### config.mk
export PLATFORM = sky130hd
export DESIGN_NAME = uart_rx_framed
export DESIGN_NICKNAME = d
export VERILOG_FILES = /design/src/rtl/uart_rx_framed.sv
export SDC_FILE = /design/constraint.sdc
export NUM_CORES = 1
export LEC_CHECK = 0
export ABC_AREA = 1
export CORE_ASPECT_RATIO = 0.8
export CORE_UTILIZATION = 60
export DETAILED_ROUTE_END_ITERATION = 8
export DONT_BUFFER_PORTS = 1
export GPL_ROUTABILITY_DRIVEN = 0
export GPL_TIMING_DRIVEN = 0
export HOLD_SLACK_MARGIN = 0.08
export MAX_ROUTING_LAYER = met4
export PLACE_DENSITY = 0.86
export SETUP_SLACK_MARGIN = 0.02
export SLEW_MARGIN = 25
export SYNTH_ARGS = -nofsm -noshare
export SYNTH_HDL_FRONTEND = slang
export SYNTH_SLANG_ARGS = --single-unit
export TNS_END_PERCENT = 100
### constraint.sdc
create_clock -name i_uart_clk -period 4.9 [get_ports i_uart_clk]
set_input_delay 0.98 -clock i_uart_clk [delete_from_list [all_inputs] [get_ports i_uart_clk]]
set_output_delay 0.98 -clock i_uart_clk [all_outputs]
set_load 0.005 [all_outputs]
### src/rtl/uart_rx_framed.sv
// Parametrised UART receiver: synchroniser, start/data/parity/stop framing FSM and a
// valid/ready holding register that reports parity, framing and overrun errors.
module uart_rx_framed #(
  parameter int BAUD_MULT   = 139,
  parameter int DATA_BITS   = 8,
  parameter int PARITY      = 0,
  parameter int STOP_BITS   = 1,
  parameter int SYNC_STAGES = 2
) (
  input  logic                 i_uart_clk,
  input  logic                 i_rst_n,
  input  logic                 i_rx_data,
  input  logic                 i_rx_ready,
  output logic [DATA_BITS-1:0] o_byte_out,
  output logic                 o_data_valid,
  output logic                 o_rx_active,
  output logic                 o_parity_err,
  output logic                 o_frame_err,
  output logic                 o_overrun
);
  localparam int CNT_W = $clog2(BAUD_MULT);
  localparam logic [CNT_W-1:0] CHK       = CNT_W'(BAUD_MULT >> 1);
  localparam logic [CNT_W-1:0] LAST      = CNT_W'(BAUD_MULT - 1);
  localparam logic [3:0]       LAST_DATA = 4'(DATA_BITS - 1);
  localparam logic [3:0]       LAST_STOP = 4'(STOP_BITS - 1);
  localparam logic             ODD       = (PARITY == 1);

  typedef enum logic [2:0] {IDLE, START, DATA, PAR, STOP, BRK} state_t;

  logic [SYNC_STAGES-1:0] sync_q;
  logic [SYNC_STAGES-1:0] fill_q;
  logic                   rxs;
  logic                   armed_q;

  state_t               state_q, state_d;
  logic [CNT_W-1:0]     cnt_q, cnt_d;
  logic [3:0]           bit_q, bit_d;
  logic [DATA_BITS-1:0] shift_q, shift_d;
  logic                 perr_q, perr_d;
  logic                 ferr_q, ferr_d;
  logic                 tick, done, done_ferr, accept;

  assign rxs = sync_q[SYNC_STAGES-1];

  // fill_q tracks when rxs reflects the real line rather than the reset value,
  // so a line held low through reset never arms the receiver.
  always_ff @(posedge i_uart_clk or negedge i_rst_n) begin
    if (!i_rst_n) begin
      sync_q  <= '1;
      fill_q  <= '0;
      armed_q <= 1'b0;
    end else begin
      sync_q  <= {sync_q[SYNC_STAGES-2:0], i_rx_data};
      fill_q  <= {fill_q[SYNC_STAGES-2:0], 1'b1};
      armed_q <= armed_q | (fill_q[SYNC_STAGES-1] & rxs);
    end
  end

  always_comb begin
    state_d   = state_q;
    cnt_d     = (cnt_q == LAST) ? '0 : cnt_q + 1'b1;
    bit_d     = bit_q;
    shift_d   = shift_q;
    perr_d    = perr_q;
    ferr_d    = ferr_q;
    done      = 1'b0;
    done_ferr = ferr_q | ~rxs;
    tick      = (cnt_q == CHK);
    case (state_q)
      IDLE: begin
        cnt_d = '0;
        if (armed_q && !rxs) state_d = START;
      end
      START: if (tick) begin
        if (rxs) begin
          state_d = IDLE;
        end else begin
          state_d = DATA;
          bit_d   = '0;
          perr_d  = 1'b0;
          ferr_d  = 1'b0;
        end
      end
      DATA: if (tick) begin
        shift_d = {rxs, shift_q[DATA_BITS-1:1]};
        bit_d   = bit_q + 1'b1;
        if (bit_q == LAST_DATA) begin
          bit_d   = '0;
          state_d = (PARITY != 0) ? PAR : STOP;
        end
      end
      PAR: if (tick) begin
        perr_d  = ((^shift_q) ^ rxs) != ODD;
        state_d = STOP;
      end
      STOP: if (tick) begin
        ferr_d = done_ferr;
        bit_d  = bit_q + 1'b1;
        // Leave on the final stop sample so the next start edge can resync early.
        if (bit_q == LAST_STOP) begin
          done    = 1'b1;
          state_d = (done_ferr && !rxs) ? BRK : IDLE;
        end
      end
      BRK: begin
        cnt_d = '0;
        if (rxs) state_d = IDLE;
      end
      default: state_d = IDLE;
    endcase
  end

  always_ff @(posedge i_uart_clk or negedge i_rst_n) begin
    if (!i_rst_n) begin
      state_q     <= IDLE;
      cnt_q       <= '0;
      bit_q       <= '0;
      perr_q      <= 1'b0;
      ferr_q      <= 1'b0;
      o_rx_active <= 1'b0;
    end else begin
      state_q     <= state_d;
      cnt_q       <= cnt_d;
      bit_q       <= bit_d;
      perr_q      <= perr_d;
      ferr_q      <= ferr_d;
      o_rx_active <= (state_d == START) || (state_d == DATA) ||
                     (state_d == PAR) || (state_d == STOP);
    end
  end

  always_ff @(posedge i_uart_clk) begin
    shift_q <= shift_d;
  end

  assign accept = o_data_valid & i_rx_ready;

  always_ff @(posedge i_uart_clk or negedge i_rst_n) begin
    if (!i_rst_n) begin
      o_byte_out   <= '0;
      o_data_valid <= 1'b0;
      o_parity_err <= 1'b0;
      o_frame_err  <= 1'b0;
      o_overrun    <= 1'b0;
    end else begin
      if (accept) o_overrun <= 1'b0;
      if (done) begin
        if (!o_data_valid || accept) begin
          o_byte_out   <= shift_q;
          o_data_valid <= 1'b1;
          o_parity_err <= perr_q;
          o_frame_err  <= done_ferr;
        end else begin
          o_overrun <= 1'b1;
        end
      end else if (accept) begin
        o_byte_out   <= '0;
        o_data_valid <= 1'b0;
        o_parity_err <= 1'b0;
        o_frame_err  <= 1'b0;
      end
    end
  end

endmodule

==> metrics.yaml <==
layout:
  layout.nets: 257
  n_fill_cell: 260
  syn_to_final_growth_pct: 7.626
  regArea_um2: 1119
  drive_above_1_share_pct: 12.85
  stdcell_count: 291
  multi_input_area_um2: 903.4
  n_antenna_cell: 0
timing:
  finalWorstSetupSlack_ns: 2.840
  fin_crit_ns: 2.060
  period_share_pct: 42.04
  maxSlewHeadroom_pct: 49.98
  max_slew.worst_pin.slew_ns: 0.7475
  setup_violations: 0
  max_freq_mhz: 485.5
  report.final.slew_viol_count: 0
  finalHoldViolCount: 0
  grt_setup_unrepaired: "no"
  skew_ns: 0.005947
  setup_tns_ns: 0
clock_tree:
  clk_latency_ns: 0.30
  cts_buffer_depth: 2
  clk_pin_slew_ns: 0.08
  clock-root-buffer: "clkbuf_8"
  cts.htree.levels: 2
  postCtsSetupRepairBufs: 0
  post_cts_resize_count: 0
  cts_tree: "done"
  cts_sinks: 43
  cts_buffers: 5
  cts_hold_buf: 0
power:
  p_leak_nw: 1.175
  comb_power_share_pct: 16.7
  swShare_pct: 29.02
  pwr-share-seq_pct: 50.3
  p_switching_uw: 244.3
  powerDensity_nw_per_um2: 361.2
  worst_ir_drop_vdd_v: 0.0002292
  clockPowerShare_pct: 33.0
  p_int_uw: 597.5
floorplan:
  die-width_um: 69.17
  fp-row-count: 19
  coreArea_um2: 3447
  io_pins: 17
  start_util_pct: 62.83
  die_y_um: 55.74
  die-area_um2: 3856
synth:
  synth_area_per_cell_um2: 8.987
  async_flop_share_pct: 81.40
  synth_cells: 241
  synth-edff-count: 8
  ys_seq_area_share_pct: 51.65
  syn-num-nets: 250
  synth.most_common_cell: "nand2_1"
  netlist_top_cells_area: "dfrtp_1 (38%), edfxtp_1 (11%), nand2_1 (9.9%)"
  synthFlopType: "dfrtp_1"
  ys_seq_elements: 43
  ys_warn_count: 0
  synth.distinct_cells: 32
  yosysTopAreaCell: "dfrtp_1"
  synthesis.area_um2: 2166
  synth_common_cells: "nand2_1 (57), dfrtp_1 (33), nor2_1 (30)"
  synth_top_cell_area_share_pct: 38.13
setup_path:
  critPathKind: "reg2reg"
  arrival_ns: 2.29
  crit_start: "state_q[2]$_DFF_PN0_"
  required_ns: 5.13
  r2r_cells: 9
  crit_path_end: "o_rx_active$_DFF_PN0_"
  worstSetupStartpointType: "flop"
  critPathMaxFanout: 9
  reg2reg_slack_ns: 2.84
  r2r-start: "state_q[2]$_DFF_PN0_"
  cp-end-kind: "flop"
  r2r_end: "o_rx_active$_DFF_PN0_"
global_route:
  grt_use_total_pct: 21.99
  grt_pass1_vias: 1454
  antenna_found_initial: 0
  grt_overflow: 0
  grt_pass1_wl_mm: 6.430
  grt_max_degree: 36
place:
  port-buffer-count: 0
  dpl.hpwl_mm: 2.709
  dp_slack_ns: 2.796
  dp.cells: 283
routing:
  route.detailed.wl_per_inst_um: 12.75
  drc: 0
  dr.pass1.iters: 5
  viasPerCell: 5.436
  antenna_left: 0
  wirelength_mm: 3.711
  vias: 1582
  drt_iter0_markers: 99
min_path:
  min_path_type: "in2async"
run_status:
  status: "completed"
run:
  drv_cap: 0
## flip-flops by register name, summed over array words and instances, names as in the netlist, named ones only
| name | flops |
|---|---|
| perr_q | 1 |
| fill_q | 2 |
| cnt_q | 8 |
| o_parity_err | 1 |
| state_q | 3 |
| armed_q | 1 |
| o_rx_active | 1 |
| ferr_q | 1 |
| o_data_valid | 1 |
| bit_q | 4 |
| o_frame_err | 1 |
| sync_q | 2 |
| o_byte_out | 8 |
| shift_q | 8 |
## power groups by stage
stage / Clock [mW] / Sequential, mW / Combinational, mW
6_report: 0.277 / 0.424 / 0.141
2_1_floorplan: 0 / 0.423 / 0.117
3_3_place_gp: 0 / 0.428 / 0.133
4_1_cts: 0.277 / 0.423 / 0.141
3_5_place_dp: 0 / 0.430 / 0.140
5_1_grt: 0.293 / 0.427 / 0.166
## worst max-delay path, stage by stage (launching register included)
cell     delay (ns)
dfrtp_1        0.44
inv_2          0.11
nand2_1        0.07
nor2_1         0.26
inv_1          0.07
nor2_1         0.59
nand4_1        0.16
nand2_1        0.13
nor2_1         0.05
nor2_1         0.09
## how the worst min path moves through the flow
stage	slack [ns]	startpoint	end	depth (start not counted)
floorplan	0.33	fill_q[0]$_DFF_PN0_	fill_q[1]$_DFF_PN0_	0
global placement	0.35	sync_q[0]$_DFF_PN1_	sync_q[1]$_DFF_PN1_	0
detailed placement	0.35	fill_q[0]$_DFF_PN0_	fill_q[1]$_DFF_PN0_	0
CTS	0.36	i_rst_n	bit_q[1]$_DFFE_PN0P_	0
global route	0.34	i_rst_n	armed_q$_DFF_PN0_	0
finish	0.36	i_rst_n	cnt_q[6]$_DFF_PN0_	0
## final cells by class
| class | count | share of cell area (%) |
|---|---|---|
| well taps | 42 | 2.254 |
| clock inverters | 3 | 1.879 |
| clock buffers | 5 | 2.952 |
| plain buffers | 5 | 1.503 |
| flip-flops and latches | 43 | 47.99 |
| inverters | 29 | 4.670 |
| multi-input cells | 164 | 38.75 |
## per-layer routing
metal	GRT usage, %	part of all wire (%)	vias to the layer above
met5	-	0	-
met4	6.122	1.8	0
met3	7.609	5.0	7
met2	30.79	43	43
met1	30.51	50	751
li1	-	-	781
## cell usage in the layout, fill, tap and decap left out, types with 2 or more instances in the layout
cell type	count
buf_6	2
clkbuf_8	5
dfrtp_1	33
dfstp_2	2
edfxtp_1	8
ha_1	5
inv_1	28
nand2_1	57
nand2_4	3
nand3_1	21
nand3_2	10
nand4_1	3
nor2_1	30
nor2_4	2
nor3_1	5
o21ai_0	9
xnor2_1	4
xor2_1	4
## through the flow
step | hold slack (ns) | cell area, um2 | power, mW | util, %
3_5_place_dp | 0.3464 | 2218 | 0.5700 | 64.36
2_1_floorplan | 0.3312 | 2166 | 0.5400 | -
3_3_place_gp | 0.3456 | 2218 | 0.5618 | 64.36
4_1_cts | 0.3600 | 2331 | 0.8413 | 67.62
5_1_grt | 0.3423 | 2331 | 0.8865 | 67.62
6_report | 0.3588 | 2331 | 0.8419 | 67.62
## kinds of logic (layout without fill, tap and decap cells)
group | after synthesis | in the layout | synth area share (%)
compound gates | 17 | 17 | 4.969
xor+xnor | 8 | 8 | 3.235
fa+ha+maj | 5 | 5 | 2.889
buf+inv | 34 | 42 | 6.643
flops | 43 | 43 | 51.65
other cells | 1 | 1 | 0.1731
simple gates | 133 | 133 | 30.45
Power figures use the tool's default switching activity.
